$ cat src/rtl/axi_lite_master_arbiter_if.sv
// rtl/axi_lite_master_arbiter_if.sv - upstream per-master and downstream AXI4-Lite bus bundle for the master arbiter
interface axi_lite_master_arbiter_if #(
    parameter int NUM_MASTERS = 2,
    parameter int ADDR_WIDTH  = 32,
    parameter int DATA_WIDTH  = 32
);
    localparam int STRB_WIDTH = DATA_WIDTH / 8;

    logic [NUM_MASTERS*ADDR_WIDTH-1:0] s_awaddr;
    logic [NUM_MASTERS*3-1:0]          s_awprot;
    logic [NUM_MASTERS-1:0]            s_awvalid;
    logic [NUM_MASTERS-1:0]            s_awready;
    logic [NUM_MASTERS*DATA_WIDTH-1:0] s_wdata;
    logic [NUM_MASTERS*STRB_WIDTH-1:0] s_wstrb;
    logic [NUM_MASTERS-1:0]            s_wvalid;
    logic [NUM_MASTERS-1:0]            s_wready;
    logic [NUM_MASTERS*2-1:0]          s_bresp;
    logic [NUM_MASTERS-1:0]            s_bvalid;
    logic [NUM_MASTERS-1:0]            s_bready;
    logic [NUM_MASTERS*ADDR_WIDTH-1:0] s_araddr;
    logic [NUM_MASTERS*3-1:0]          s_arprot;
    logic [NUM_MASTERS-1:0]            s_arvalid;
    logic [NUM_MASTERS-1:0]            s_arready;
    logic [NUM_MASTERS*DATA_WIDTH-1:0] s_rdata;
    logic [NUM_MASTERS*2-1:0]          s_rresp;
    logic [NUM_MASTERS-1:0]            s_rvalid;
    logic [NUM_MASTERS-1:0]            s_rready;

    logic [ADDR_WIDTH-1:0] m_awaddr;
    logic [2:0]            m_awprot;
    logic                  m_awvalid;
    logic                  m_awready;
    logic [DATA_WIDTH-1:0] m_wdata;
    logic [STRB_WIDTH-1:0] m_wstrb;
    logic                  m_wvalid;
    logic                  m_wready;
    logic [1:0]            m_bresp;
    logic                  m_bvalid;
    logic                  m_bready;
    logic [ADDR_WIDTH-1:0] m_araddr;
    logic [2:0]            m_arprot;
    logic                  m_arvalid;
    logic                  m_arready;
    logic [DATA_WIDTH-1:0] m_rdata;
    logic [1:0]            m_rresp;
    logic                  m_rvalid;
    logic                  m_rready;

    // slave = the arbiter; master = the masters plus interconnect around it
    modport slave (
        input  s_awaddr, s_awprot, s_awvalid, s_wdata, s_wstrb, s_wvalid, s_bready,
        input  s_araddr, s_arprot, s_arvalid, s_rready,
        output s_awready, s_wready, s_bresp, s_bvalid, s_arready, s_rdata, s_rresp, s_rvalid,
        output m_awaddr, m_awprot, m_awvalid, m_wdata, m_wstrb, m_wvalid, m_bready,
        output m_araddr, m_arprot, m_arvalid, m_rready,
        input  m_awready, m_wready, m_bresp, m_bvalid, m_arready, m_rdata, m_rresp, m_rvalid
    );

    modport master (
        output s_awaddr, s_awprot, s_awvalid, s_wdata, s_wstrb, s_wvalid, s_bready,
        output s_araddr, s_arprot, s_arvalid, s_rready,
        input  s_awready, s_wready, s_bresp, s_bvalid, s_arready, s_rdata, s_rresp, s_rvalid,
        input  m_awaddr, m_awprot, m_awvalid, m_wdata, m_wstrb, m_wvalid, m_bready,
        input  m_araddr, m_arprot, m_arvalid, m_rready,
        output m_awready, m_wready, m_bresp, m_bvalid, m_arready, m_rdata, m_rresp, m_rvalid
    );
endinterface

$ cat src/rtl/axi_lite_master_arbiter.sv
// rtl/axi_lite_master_arbiter.sv - N-to-1 AXI4-Lite master arbiter with independent write/read grant FSMs
module axi_lite_master_arbiter #(
    parameter int NUM_MASTERS = 2,
    parameter int ADDR_WIDTH  = 32,
    parameter int DATA_WIDTH  = 32,
    parameter int RR_MODE     = 0,
    localparam int IDX_W      = (NUM_MASTERS > 1) ? $clog2(NUM_MASTERS) : 1
) (
    input  logic                        clk,
    input  logic                        rst,
    input  logic                        force_en,
    input  logic [IDX_W-1:0]            force_idx,
    axi_lite_master_arbiter_if.slave    bus,
    output logic                        wr_busy,
    output logic                        rd_busy,
    output logic [IDX_W-1:0]            wr_grant,
    output logic [IDX_W-1:0]            rd_grant
);
    localparam int STRB_WIDTH = DATA_WIDTH / 8;

    typedef enum logic [1:0] {W_IDLE, W_XFER, W_RESP} wr_state_t;
    typedef enum logic [1:0] {R_IDLE, R_ADDR, R_DATA} rd_state_t;

    wr_state_t        wr_state_q, wr_state_d;
    rd_state_t        rd_state_q, rd_state_d;
    logic [IDX_W-1:0] wr_grant_q, wr_grant_d, rd_grant_q, rd_grant_d;
    logic [IDX_W-1:0] wr_ptr_q, wr_ptr_d, rd_ptr_q, rd_ptr_d;
    logic             aw_done_q, aw_done_d, w_done_q, w_done_d;

    logic [NUM_MASTERS-1:0] force_mask, wr_elig, rd_elig;
    logic [IDX_W-1:0]       wr_win, rd_win;

    // Searches upward from ptr with wrap; fixed priority passes ptr = 0.
    function automatic logic [IDX_W-1:0] pick(input logic [NUM_MASTERS-1:0] req,
                                              input logic [IDX_W-1:0] ptr);
        logic [2*NUM_MASTERS-1:0] dbl;
        logic [NUM_MASTERS-1:0]   rot;
        logic [IDX_W:0]           sum;
        logic [IDX_W-1:0]         win;
        logic                     found;
        dbl   = {req, req};
        rot   = dbl[ptr +: NUM_MASTERS];
        win   = '0;
        found = 1'b0;
        for (int k = 0; k < NUM_MASTERS; k++) begin
            sum = {1'b0, ptr} + (IDX_W+1)'(k);
            if (sum >= (IDX_W+1)'(NUM_MASTERS)) sum = sum - (IDX_W+1)'(NUM_MASTERS);
            if (!found && rot[k]) begin
                win   = sum[IDX_W-1:0];
                found = 1'b1;
            end
        end
        return win;
    endfunction

    function automatic logic [IDX_W-1:0] next_ptr(input logic [IDX_W-1:0] win);
        return (win == IDX_W'(NUM_MASTERS-1)) ? '0 : win + 1'b1;
    endfunction

    always_comb begin
        force_mask = '1;
        if (force_en) begin
            force_mask = '0;
            for (int i = 0; i < NUM_MASTERS; i++)
                if (int'(force_idx) == i) force_mask[i] = 1'b1;
        end
        wr_elig = (bus.s_awvalid | bus.s_wvalid) & force_mask;
        rd_elig = bus.s_arvalid & force_mask;
        wr_win  = pick(wr_elig, (RR_MODE != 0) ? wr_ptr_q : '0);
        rd_win  = pick(rd_elig, (RR_MODE != 0) ? rd_ptr_q : '0);
    end

    always_ff @(posedge clk) begin
        if (rst) begin
            wr_state_q <= W_IDLE;
            rd_state_q <= R_IDLE;
            wr_grant_q <= '0;
            rd_grant_q <= '0;
            wr_ptr_q   <= '0;
            rd_ptr_q   <= '0;
            aw_done_q  <= 1'b0;
            w_done_q   <= 1'b0;
        end else begin
            wr_state_q <= wr_state_d;
            rd_state_q <= rd_state_d;
            wr_grant_q <= wr_grant_d;
            rd_grant_q <= rd_grant_d;
            wr_ptr_q   <= wr_ptr_d;
            rd_ptr_q   <= rd_ptr_d;
            aw_done_q  <= aw_done_d;
            w_done_q   <= w_done_d;
        end
    end

    always_comb begin
        wr_state_d    = wr_state_q;
        wr_grant_d    = wr_grant_q;
        wr_ptr_d      = wr_ptr_q;
        aw_done_d     = aw_done_q;
        w_done_d      = w_done_q;
        bus.m_awvalid = 1'b0;
        bus.m_wvalid  = 1'b0;
        bus.m_bready  = 1'b0;
        bus.s_awready = '0;
        bus.s_wready  = '0;
        bus.s_bvalid  = '0;
        case (wr_state_q)
            W_IDLE: begin
                if (|wr_elig) begin
                    wr_grant_d = wr_win;
                    wr_ptr_d   = next_ptr(wr_win);
                    aw_done_d  = 1'b0;
                    w_done_d   = 1'b0;
                    wr_state_d = W_XFER;
                end
            end
            W_XFER: begin
                bus.m_awvalid             = bus.s_awvalid[wr_grant_q] & ~aw_done_q;
                bus.m_wvalid              = bus.s_wvalid[wr_grant_q] & ~w_done_q;
                bus.s_awready[wr_grant_q] = bus.m_awready & ~aw_done_q;
                bus.s_wready[wr_grant_q]  = bus.m_wready & ~w_done_q;
                aw_done_d = aw_done_q | (bus.s_awvalid[wr_grant_q] & bus.m_awready);
                w_done_d  = w_done_q  | (bus.s_wvalid[wr_grant_q] & bus.m_wready);
                if (aw_done_d && w_done_d) wr_state_d = W_RESP;
            end
            W_RESP: begin
                bus.m_bready             = bus.s_bready[wr_grant_q];
                bus.s_bvalid[wr_grant_q] = bus.m_bvalid;
                if (bus.m_bvalid && bus.s_bready[wr_grant_q]) wr_state_d = W_IDLE;
            end
            default: wr_state_d = W_IDLE;
        endcase
    end

    always_comb begin
        rd_state_d    = rd_state_q;
        rd_grant_d    = rd_grant_q;
        rd_ptr_d      = rd_ptr_q;
        bus.m_arvalid = 1'b0;
        bus.m_rready  = 1'b0;
        bus.s_arready = '0;
        bus.s_rvalid  = '0;
        case (rd_state_q)
            R_IDLE: begin
                if (|rd_elig) begin
                    rd_grant_d = rd_win;
                    rd_ptr_d   = next_ptr(rd_win);
                    rd_state_d = R_ADDR;
                end
            end
            R_ADDR: begin
                bus.m_arvalid             = bus.s_arvalid[rd_grant_q];
                bus.s_arready[rd_grant_q] = bus.m_arready;
                if (bus.s_arvalid[rd_grant_q] && bus.m_arready) rd_state_d = R_DATA;
            end
            R_DATA: begin
                bus.m_rready             = bus.s_rready[rd_grant_q];
                bus.s_rvalid[rd_grant_q] = bus.m_rvalid;
                if (bus.m_rvalid && bus.s_rready[rd_grant_q]) rd_state_d = R_IDLE;
            end
            default: rd_state_d = R_IDLE;
        endcase
    end

    // Payloads follow the grant; response payloads fan out, only the granted valid is raised.
    assign bus.m_awaddr = bus.s_awaddr[wr_grant_q*ADDR_WIDTH +: ADDR_WIDTH];
    assign bus.m_awprot = bus.s_awprot[wr_grant_q*3 +: 3];
    assign bus.m_wdata  = bus.s_wdata[wr_grant_q*DATA_WIDTH +: DATA_WIDTH];
    assign bus.m_wstrb  = bus.s_wstrb[wr_grant_q*STRB_WIDTH +: STRB_WIDTH];
    assign bus.m_araddr = bus.s_araddr[rd_grant_q*ADDR_WIDTH +: ADDR_WIDTH];
    assign bus.m_arprot = bus.s_arprot[rd_grant_q*3 +: 3];
    assign bus.s_bresp  = {NUM_MASTERS{bus.m_bresp}};
    assign bus.s_rdata  = {NUM_MASTERS{bus.m_rdata}};
    assign bus.s_rresp  = {NUM_MASTERS{bus.m_rresp}};

    assign wr_busy  = (wr_state_q != W_IDLE);
    assign rd_busy  = (rd_state_q != R_IDLE);
    assign wr_grant = wr_grant_q;
    assign rd_grant = rd_grant_q;
endmodule

$ cat src/flat_wrapper.sv
// flat-port wrapper written by rule: the top's interface ports become plain ports
module axi_lite_master_arbiter_flat 
#(
    parameter int NUM_MASTERS = 2,
    parameter int ADDR_WIDTH  = 32,
    parameter int DATA_WIDTH  = 32,
    parameter int RR_MODE     = 0,
    localparam int IDX_W      = (NUM_MASTERS > 1) ? $clog2(NUM_MASTERS) : 1
)
  (clk, rst, force_en, force_idx, wr_busy, rd_busy, wr_grant, rd_grant, bus_s_awaddr, bus_s_awprot, bus_s_awvalid, bus_s_wdata, bus_s_wstrb, bus_s_wvalid, bus_s_bready, bus_s_araddr, bus_s_arprot, bus_s_arvalid, bus_s_rready, bus_s_awready, bus_s_wready, bus_s_bresp, bus_s_bvalid, bus_s_arready, bus_s_rdata, bus_s_rresp, bus_s_rvalid, bus_m_awaddr, bus_m_awprot, bus_m_awvalid, bus_m_wdata, bus_m_wstrb, bus_m_wvalid, bus_m_bready, bus_m_araddr, bus_m_arprot, bus_m_arvalid, bus_m_rready, bus_m_awready, bus_m_wready, bus_m_bresp, bus_m_bvalid, bus_m_arready, bus_m_rdata, bus_m_rresp, bus_m_rvalid);
  axi_lite_master_arbiter_if #(.NUM_MASTERS(NUM_MASTERS), .ADDR_WIDTH(ADDR_WIDTH), .DATA_WIDTH(DATA_WIDTH)) bus_i ();
  input  logic clk;
  input  logic rst;
  input  logic force_en;
  input  logic [IDX_W-1:0] force_idx;
  output logic wr_busy;
  output logic rd_busy;
  output logic [IDX_W-1:0] wr_grant;
  output logic [IDX_W-1:0] rd_grant;
  input wire logic [$bits(bus_i.s_awaddr)-1:0] bus_s_awaddr;
  input wire logic [$bits(bus_i.s_awprot)-1:0] bus_s_awprot;
  input wire logic [$bits(bus_i.s_awvalid)-1:0] bus_s_awvalid;
  input wire logic [$bits(bus_i.s_wdata)-1:0] bus_s_wdata;
  input wire logic [$bits(bus_i.s_wstrb)-1:0] bus_s_wstrb;
  input wire logic [$bits(bus_i.s_wvalid)-1:0] bus_s_wvalid;
  input wire logic [$bits(bus_i.s_bready)-1:0] bus_s_bready;
  input wire logic [$bits(bus_i.s_araddr)-1:0] bus_s_araddr;
  input wire logic [$bits(bus_i.s_arprot)-1:0] bus_s_arprot;
  input wire logic [$bits(bus_i.s_arvalid)-1:0] bus_s_arvalid;
  input wire logic [$bits(bus_i.s_rready)-1:0] bus_s_rready;
  output wire logic [$bits(bus_i.s_awready)-1:0] bus_s_awready;
  output wire logic [$bits(bus_i.s_wready)-1:0] bus_s_wready;
  output wire logic [$bits(bus_i.s_bresp)-1:0] bus_s_bresp;
  output wire logic [$bits(bus_i.s_bvalid)-1:0] bus_s_bvalid;
  output wire logic [$bits(bus_i.s_arready)-1:0] bus_s_arready;
  output wire logic [$bits(bus_i.s_rdata)-1:0] bus_s_rdata;
  output wire logic [$bits(bus_i.s_rresp)-1:0] bus_s_rresp;
  output wire logic [$bits(bus_i.s_rvalid)-1:0] bus_s_rvalid;
  output wire logic [$bits(bus_i.m_awaddr)-1:0] bus_m_awaddr;
  output wire logic [$bits(bus_i.m_awprot)-1:0] bus_m_awprot;
  output wire logic [$bits(bus_i.m_awvalid)-1:0] bus_m_awvalid;
  output wire logic [$bits(bus_i.m_wdata)-1:0] bus_m_wdata;
  output wire logic [$bits(bus_i.m_wstrb)-1:0] bus_m_wstrb;
  output wire logic [$bits(bus_i.m_wvalid)-1:0] bus_m_wvalid;
  output wire logic [$bits(bus_i.m_bready)-1:0] bus_m_bready;
  output wire logic [$bits(bus_i.m_araddr)-1:0] bus_m_araddr;
  output wire logic [$bits(bus_i.m_arprot)-1:0] bus_m_arprot;
  output wire logic [$bits(bus_i.m_arvalid)-1:0] bus_m_arvalid;
  output wire logic [$bits(bus_i.m_rready)-1:0] bus_m_rready;
  input wire logic [$bits(bus_i.m_awready)-1:0] bus_m_awready;
  input wire logic [$bits(bus_i.m_wready)-1:0] bus_m_wready;
  input wire logic [$bits(bus_i.m_bresp)-1:0] bus_m_bresp;
  input wire logic [$bits(bus_i.m_bvalid)-1:0] bus_m_bvalid;
  input wire logic [$bits(bus_i.m_arready)-1:0] bus_m_arready;
  input wire logic [$bits(bus_i.m_rdata)-1:0] bus_m_rdata;
  input wire logic [$bits(bus_i.m_rresp)-1:0] bus_m_rresp;
  input wire logic [$bits(bus_i.m_rvalid)-1:0] bus_m_rvalid;
  assign bus_i.s_awaddr = bus_s_awaddr;
  assign bus_i.s_awprot = bus_s_awprot;
  assign bus_i.s_awvalid = bus_s_awvalid;
  assign bus_i.s_wdata = bus_s_wdata;
  assign bus_i.s_wstrb = bus_s_wstrb;
  assign bus_i.s_wvalid = bus_s_wvalid;
  assign bus_i.s_bready = bus_s_bready;
  assign bus_i.s_araddr = bus_s_araddr;
  assign bus_i.s_arprot = bus_s_arprot;
  assign bus_i.s_arvalid = bus_s_arvalid;
  assign bus_i.s_rready = bus_s_rready;
  assign bus_s_awready = bus_i.s_awready;
  assign bus_s_wready = bus_i.s_wready;
  assign bus_s_bresp = bus_i.s_bresp;
  assign bus_s_bvalid = bus_i.s_bvalid;
  assign bus_s_arready = bus_i.s_arready;
  assign bus_s_rdata = bus_i.s_rdata;
  assign bus_s_rresp = bus_i.s_rresp;
  assign bus_s_rvalid = bus_i.s_rvalid;
  assign bus_m_awaddr = bus_i.m_awaddr;
  assign bus_m_awprot = bus_i.m_awprot;
  assign bus_m_awvalid = bus_i.m_awvalid;
  assign bus_m_wdata = bus_i.m_wdata;
  assign bus_m_wstrb = bus_i.m_wstrb;
  assign bus_m_wvalid = bus_i.m_wvalid;
  assign bus_m_bready = bus_i.m_bready;
  assign bus_m_araddr = bus_i.m_araddr;
  assign bus_m_arprot = bus_i.m_arprot;
  assign bus_m_arvalid = bus_i.m_arvalid;
  assign bus_m_rready = bus_i.m_rready;
  assign bus_i.m_awready = bus_m_awready;
  assign bus_i.m_wready = bus_m_wready;
  assign bus_i.m_bresp = bus_m_bresp;
  assign bus_i.m_bvalid = bus_m_bvalid;
  assign bus_i.m_arready = bus_m_arready;
  assign bus_i.m_rdata = bus_m_rdata;
  assign bus_i.m_rresp = bus_m_rresp;
  assign bus_i.m_rvalid = bus_m_rvalid;
  axi_lite_master_arbiter #(.NUM_MASTERS(NUM_MASTERS), .ADDR_WIDTH(ADDR_WIDTH), .DATA_WIDTH(DATA_WIDTH), .RR_MODE(RR_MODE)) u_core (.clk(clk), .rst(rst), .force_en(force_en), .force_idx(force_idx), .bus(bus_i), .wr_busy(wr_busy), .rd_busy(rd_busy), .wr_grant(wr_grant), .rd_grant(rd_grant));
endmodule
$ cat config.mk
export PLATFORM = sky130hd
export DESIGN_NAME = axi_lite_master_arbiter_flat
export DESIGN_NICKNAME = d
export VERILOG_FILES = /design/src/rtl/axi_lite_master_arbiter_if.sv /design/src/rtl/axi_lite_master_arbiter.sv /design/src/flat_wrapper.sv
export SDC_FILE = /design/constraint.sdc
export NUM_CORES = 1
export LEC_CHECK = 0
export BUFFER_PORTS_ARGS = -buffer_cell sky130_fd_sc_hd__buf_2
export CAP_MARGIN = 20
export CORE_AREA = 2 2 179 181
export DETAILED_ROUTE_END_ITERATION = 8
export DIE_AREA = 0 0 181 183
export GPL_TIMING_DRIVEN = 0
export PLACE_DENSITY = 0.36
export SYNTH_ARGS = -nofsm -noshare
export SYNTH_HDL_FRONTEND = slang
export SYNTH_SLANG_ARGS = --single-unit
$ cat constraint.sdc
create_clock -name clk -period 4.1 [get_ports clk]
set_clock_uncertainty 0.2 [all_clocks]
set_input_delay 0.41 -clock clk [delete_from_list [all_inputs] [get_ports clk]]
set_output_delay 0.41 -clock clk [all_outputs]
set_load 0.01 [all_outputs]
# Word level (Yosys, flattened, before mapping)
# Cells that the tools add are included.
# Widths: inputs -> output; s select.
[totals]
ramBits = 0
inputBits = 267
mem_bits_ro = 0
reg_bits = 8
mem_count = 0
out_inout_bits = 197
latch_bits = 0
elab_cells = 110
[op_classes]
multipliers = 2
eq_ne = 10
div_mod_pow = 0
n_bitwise = 18
shift = 6
n_lt_le_gt_ge = 4
n_reduce_logical = 22
n_addsub = 0
n_mux = 42
[op_table]
columns = ["cell", "count"]
rows = [
  ["$shiftx 64x7->32", 3],
  ["$mux 1", 24],
  ["$mux 2", 12],
  ["$and 2x2->2", 7],
  ["$ne 2x1->1 const B", 6],
  ["$pmux 2 s3", 2],
  ["$shiftx 6x4->3", 2],
  ["$logic_and 1x1->1", 8],
  ["$shiftx 8x4->4", 1],
  ["$and 1x1->1", 6],
  ["$mul 1x2->3 const B", 2],
  ["$reduce_and 2->1", 3],
  ["$reduce_and 3->1", 2],
  ["$reduce_bool 2->1", 3],
  ["$eq 2x1->1 const B", 2],
  ["$eq 2x2->1 const B", 2],
  ["$logic_not 2->1", 2],
  ["$lt 1x2->1 const B", 2],
  ["$pmux 1 s2", 2],
  ["$reduce_or 2->1", 2],
  ["$demux 1 s1", 2],
  ["$ge 1x1->1 const B", 2],
  ["$logic_not 1->1", 2],
  ["$not 1->1", 2],
  ["2 further kinds", 3],
]

# Longest topological paths before layout
# Gate-level depths: netlist of run 1.
[logic_depth]
depth_word = 7
mapped_depth = 5
mapped_depth_nobuf = 3

# Worst setup path after synthesis of run 1
# No wires, ideal clock.
[synth_path]
kind = "flip-flop to output port"
start = "register u_core.wr_grant_q, in the netlist u_core.wr_grant"
end = "output port bus_m_awaddr[27]"
n_path_buf = 3
stages_incl_launch_ff = 5
t_required_ns = 3.490
setup_slack_ns = 2.205
arrival_time_ns = 1.285
cell_sequence = "dfxtp_1 > buf_6 > buf_2 > buf_2 > mux2_2"
[synth_between]
elab_chain_len = 1
[synth_lines]
columns = ["element", "line", "rtl"]
rows = [
  ["from (decl)", "axi_lite_master_arbiter.sv:26", "logic [IDX_W-1:0] wr_grant_q, wr_grant_d, rd_grant_q, rd_grant_d;"],
  ["from (signal assigned)", "axi_lite_master_arbiter.sv:86", "wr_grant_q <= wr_grant_d;"],
  ["$shiftx 64x7->32", "axi_lite_master_arbiter.sv:166", "assign bus.m_awaddr = bus.s_awaddr[wr_grant_q*ADDR_WIDTH +: ADDR_WIDTH];"],
  ["to (decl)", "flat_wrapper.sv:39", "output wire logic [$bits(bus_i.m_awaddr)-1:0] bus_m_awaddr;"],
]
# Every way passes these cells.

# Worst setup path in the final report of run 1
# Same ends and word-level chain as after synthesis.

==> results of run 1 <==
-- cells in the mapped netlist, drive strengths merged --
library cell	instances	share of area, %
and2	2	0.51
nor2	5	0.77
nand2	6	0.93
nand2b	1	0.26
buf	87	26
a31oi	4	1.0
o32ai	2	0.72
dfxtp	8	6.6
nor3	3	0.62
or2	2	0.51
and4	1	0.36
or4	1	0.31
a221oi	1	0.36
o211ai	2	0.62
o41ai	1	0.36
nor4bb	1	0.41
or3	1	0.26
a21oi	3	0.62
nor2b	1	0.26
and3	3	0.77
inv	10	1.5
mux2i	3	1.2
nor4	4	1.0
a311oi	3	1.3
a211o	2	0.72
nor4b	2	0.72
mux2	108	50
clkbuf	2	0.31
nor3b	4	1.2
-- stage by stage --
| stage | power (mW) | cell area (um^2) | utilization [%] | std cells |
|---|---|---|---|---|
| after detailed placement | 0.749 | 5070 | 16.2 | 1101 |
| final | 0.904 | 5140 | 16.5 | 1104 |
| after global placement | 0.751 | 5070 | 16.2 | 1101 |
| after CTS | 0.920 | 5140 | 16.5 | 1104 |
| after floorplan | 0.443 | 2430 | - | 273 |
| after global routing | 0.962 | 5140 | 16.5 | 1104 |
-- worst reg2reg max path: cells and delay by family, from the launching register on --
family,cells,cell delay (ns)
compound gates,2,0.33
buf+inv,3,0.77
flops,1,0.35
-- layout make-up --
type | count | share of cell area, %
Inverter | 10 | 0.730
Tap cell | 402 | 9.78
Clock buffer | 3 | 1.46
Multi-Input combinational cell | 166 | 31.3
Buffer | 89 | 12.2
Sequential cell | 8 | 3.11
Timing Repair Buffer | 426 | 41.4
-- flip-flops by register name, indices dropped and copies added, names as in the netlist --
register	flops
u_core.rd_state_q	2
u_core.wr_state_q	2
u_core.aw_done_q	1
u_core.rd_grant	1
u_core.w_done_q	1
u_core.wr_grant	1
-- worst min path at each step --
stage / end / slack (ns) / depth (start not counted)
finish: u_core.rd_grant$_SDFFE_PP0P_ / 0.21 / 2
floorplan: u_core.aw_done_q$_SDFFE_PP0P_ / 0.29 / 2
global route: u_core.rd_grant$_SDFFE_PP0P_ / 0.22 / 2
detailed placement: u_core.w_done_q$_SDFFE_PP0P_ / 0.33 / 2
CTS: u_core.rd_grant$_SDFFE_PP0P_ / 0.21 / 2
global placement: u_core.w_done_q$_SDFFE_PP0P_ / 0.33 / 2
-- layer usage --
layer  vias up  global-route usage, %  wire length [um]
met2       231                   13.8              7290
met3        10                   1.69              1260
met4         0                   1.14               215
met1      1591                   8.43              5470
li1       1763                      -                 -
met5         -                      0                 0
-- power breakdown --
group	internal, mW	switching (mW)	total [mW]
clock network	0.126	0.0380	0.164
registers	0.0844	0.00532	0.0897
logic	0.355	0.296	0.651
-- kinds of logic after synthesis --
family                 synth area share (%)
multiplexers                           51.4
buffers and inverters                  27.4
AND/OR/NAND/NOR                        8.95
AO/OA/AOI/OAI                          5.76
flip-flops                             6.58
==> flow_metrics.tcl, run 1 <==
set metrics [dict create \
    cts_setup_buffers 0 \
    fp.dieW_um 181 \
    vias_per_cell 3.26 \
    drt_iter0_markers 87 \
    place_congestion 0.714 \
    path_delay_family "buffers and inverters" \
    hp-start "bus_s_arvalid[0]" \
    cp-endpoint "bus_m_awaddr[27]" \
    synth.net_count 540 \
    slew_violations 0 \
    clk_pin_slew_ns 0.04 \
    rr_endpoint "u_core.wr_grant$_SDFFE_PP0P_" \
    critical_path_required_ns 3.49 \
    endpoint_kind "primary output" \
    hold_ws_ns 0.213 \
    dieArea_mm2 0.0331 \
    cp_cell_sequence "buf_6 > buf_2 > buf_2 > mux2_2 > buf_2" \
    seq_area_frac_synth_pct 6.58 \
    timing.critical_path.mode_cell "buf_2" \
    worst-path-buf-inv 4 \
    worst_slack_ns 1.64 \
    pwr_density_cell_mw_per_mm2 176 \
    antenna_cells 0 \
    cp-start-kind "register" \
    worstPathMaxFanout 10 \
    fillers 3583 \
    outcome "complete, no violations" \
    rrSetupSlack_ns 2.36 \
    dr.pass1.iters 4 \
    rows 65 \
    cts_tree "yes" \
    multi_input_area_mm2 0.00161 \
    track_usage_pct 7.29 \
    yosysUniqueCellTypes 34 \
    critPathArrivalTime_ns 1.85 \
    synth.avg_cell_area_um2 8.91 \
    synth-seq-cells 8 \
    grt_pass1_wl_um 18900 \
    clock_latency_ns 0.23 \
    min-delay-path-class "in2reg" \
    critical_path_class "reg2out" \
    finalCriticalPeriod_ns 2.46 \
    drtAntennaViolNets 0 \
    dp_hpwl_um 13100 \
    leakage_nw 2.78 \
    cts-root-buf "clkbuf_16" \
    io_pins 464 \
    grt_pass1_vias 3251 \
    overflow 0 \
    cts.path.max_buffers 2 \
    grt_antenna_before_repair 1 \
    die_h_um 183 \
    cts_buffers 3 \
    fin_crit_sh_pct 59.9 \
    grt_max_degree 11 \
    rsz0062_at_grt "false" \
    fin_nets 971 \
    area_growth_pct 111 \
    regArea_um2 160 \
    ys.warnings.count 0 \
    cp_num_cells 5 \
    start_util_pct 7.79 \
    num_vias 3595 \
    cts_resized 0 \
    cp-startpoint "u_core.wr_grant$_SDFFE_PP0P_" \
    r2r_start "u_core.wr_grant$_SDFFE_PP0P_" \
    pre_cts_ws_ns 1.84 \
    cpPeakStageDelay_ns 0.36 \
    worstMarginPinSlew_ns 0.527 \
    relSlewSlack_pct 64.9 \
    peakVddDrop_mv 0.115 \
    port_buffers 426 \
    drive_above_1_share_pct 89.2 \
    core_mm2 0.0312 \
    drc 0 \
    fmax_mhz 407 \
    mostFrequentLayoutCell "buf_2" \
    mostFrequentLayoutCells "buf_2, mux2_2, buf_4" \
    hold_buffers 0 \
    htree_levels 1 \
    final-hold-violation-count 0 \
    wl_um 14200 \
    crit_slowest_cell "mux2_2" \
    tns_ns 0 \
    rr_worst_depth 5 \
    netlist_area_mm2 0.00243 \
    cap_violations 0 \
    setup_viol 0 \
    syn_inst 273 \
    wl_per_cell_um 12.9 \
    cts.sink_count 8 \
]
(Power assumes the default switching activity.)
==> run 2: changes to the inputs <==
Settings changed: CORE_AREA 2 2 179 181 to 2 2 180 182, DIE_AREA 0 0 181 183 to 0 0 182 184, PLACE_DENSITY 0.36 to 0.35.
Clock period 4.1 ns to 2.5 ns, I/O delays scaled along.
==> run 2 against run 1 <==
- via count fell by 2.5%
- non-clock buffer count unchanged
- sequential cell count unchanged
- total power up 64%
- clock power is 64% higher
- cell area about the same
- global-route usage down 0.31 points
- wire length is 1.5% lower
- core utilization down 0.069 points
- cell count hardly changed
- highest routed layer unchanged
==> flow_metrics.tcl, run 2 (synthesized netlist as in run 1, its figures left out) <==
set metrics [dict create \
    cts-root-buf "clkbuf_16" \
    hp-start "bus_s_arvalid[0]" \
    cts.sink_count 8 \
    met3_usage_pct 1.45 \
    port_buffers 426 \
    grt_pass1_vias 3222 \
    num_vias 3506 \
    clk_pin_slew_ns 0.04 \
    dp_hpwl_um 12700 \
    vias_per_cell 3.17 \
    grt_antenna_before_repair 1 \
    fp.dieW_um 182 \
    regArea_um2 160 \
    drive_above_1_share_pct 89.2 \
    wl_per_cell_um 12.7 \
    leakage_nw 2.78 \
    cap_violations 0 \
    rows 65 \
    dr.pass1.iters 4 \
    grt_max_degree 11 \
    cp-start-kind "register" \
    htree_levels 1 \
    rsz0062_at_grt "false" \
    critPathArrivalTime_ns 1.88 \
    cts_buffers 3 \
    drt_iter0_markers 48 \
    worstPathMaxFanout 10 \
    fillers 3602 \
    pwr_density_cell_mw_per_mm2 288 \
    finalCriticalPeriod_ns 2.33 \
    rrSetupSlack_ns 0.68 \
    io_pins 464 \
    wl_um 14000 \
    critical_path_required_ns 2.05 \
    multi_input_area_mm2 0.00161 \
    hold_buffers 0 \
    whs_path_depth 2 \
    fmax_mhz 429 \
    grt-busiest-layer "met2" \
    tns_ns 0 \
    area_growth_pct 112 \
    die_h_um 184 \
    grt_pass1_wl_um 18000 \
    worstMarginPinSlew_ns 0.565 \
    cts_tree "yes" \
    power_mw 1.48 \
    critical_path_class "reg2out" \
    slew_violations 0 \
    core_mm2 0.0314 \
    outcome "complete, no violations" \
    endpoint_kind "primary output" \
    start_util_pct 7.75 \
    rr_endpoint "u_core.wr_state_q[0]$_SDFFE_PP0P_" \
    drc 0 \
    overflow 0 \
    postLayoutCellArea_mm2 0.00515 \
    drtAntennaViolNets 0 \
    r2r_start "u_core.wr_grant$_SDFFE_PP0P_" \
    fin_crit_sh_pct 93.3 \
    track_usage_pct 6.98 \
    min_to "u_core.rd_grant$_SDFFE_PP0P_" \
    relSlewSlack_pct 62.3 \
    dieArea_mm2 0.0335 \
    mostFrequentLayoutCell "buf_2" \
    grt.met2_usage_pct 13.8 \
    min-delay-path-class "in2reg" \
    placed_area_mm2 0.00507 \
    rr_worst_depth 4 \
    mostFrequentLayoutCells "buf_2, mux2_2, buf_4" \
    fin_nets 971 \
    cts.path.max_buffers 2 \
    setup_viol 0 \
    place_congestion 0.713 \
    met1_usage_pct 7.92 \
    final-hold-violation-count 0 \
    peakVddDrop_mv 0.189 \
    largestRegisters "u_core.rd_state_q (2), u_core.wr_state_q (2)" \
    clock_latency_ns 0.23 \
]
==> run 2: cell count changes in the layout (fill, tap and decap cells not counted) <==
cell     delta
buf_4       +1
buf_2       -1
diode_2     +1
==> run 2: repair_timing <==
item / in CTS / in global routing
endpoints found under the setup margin: 1 / 0
gates resized for setup: 1 / 0
buffers inserted: 0 / 0
==> run 2: layout make-up <==
| class | instances | area share [%] |
|---|---|---|
| timing repair buffer | 426 | 41.4 |
| multi-input combinational | 166 | 31.2 |
| buffer | 89 | 12.2 |
| clock buffer | 3 | 1.46 |
| inverter | 10 | 0.729 |
| tap | 402 | 9.77 |
| antenna | 1 | 0.0486 |
| sequential | 8 | 3.11 |
==> run 2: metrics by stage <==
| step | hold slack, ns | cells | setup slack [ns] | util, % |
|---|---|---|---|---|
| global placement | 0.294 | 1101 | 0.208 | 16.1 |
| global route | 0.0672 | 1105 | 0.00668 | 16.4 |
| detailed placement | 0.292 | 1101 | 0.247 | 16.1 |
| floorplan | 0.160 | 273 | 0.765 | - |
| finish | 0.0519 | 1105 | 0.166 | 16.4 |
| CTS | 0.0451 | 1104 | 0.0635 | 16.4 |
==> run 2: critical path, stage by stage (launching register included) <==
cell	delay (ns)
dfxtp_1	0.38
clkbuf_1	0.35
buf_2	0.36
mux2_2	0.41
buf_2	0.15
==> run 2: where the power goes <==
| group | switching (mW) | internal [mW] |
|---|---|---|
| combinational | 0.478 | 0.583 |
| clock | 0.0624 | 0.206 |
| sequential | 0.0118 | 0.138 |
==> run 2: worst max path at each step <==
stage	startpoint	end	slack, ns
floorplan	u_core.wr_grant$_SDFFE_PP0P_	bus_m_awaddr[27]	0.77
global placement	u_core.wr_grant$_SDFFE_PP0P_	bus_m_awaddr[27]	0.21
detailed placement	u_core.wr_grant$_SDFFE_PP0P_	bus_m_awaddr[27]	0.25
CTS	u_core.wr_grant$_SDFFE_PP0P_	bus_m_awaddr[27]	0.06
global route	u_core.wr_grant$_SDFFE_PP0P_	bus_m_awaddr[27]	0.007
finish	u_core.rd_grant$_SDFFE_PP0P_	bus_m_araddr[1]	0.17
==> run 2: metal layers <==
layer	up-vias	part of all wire [%]
li1	1771	-
met1	1497	38
met2	234	52
met3	4	8.8
met4	0	0.58
met5	-	0
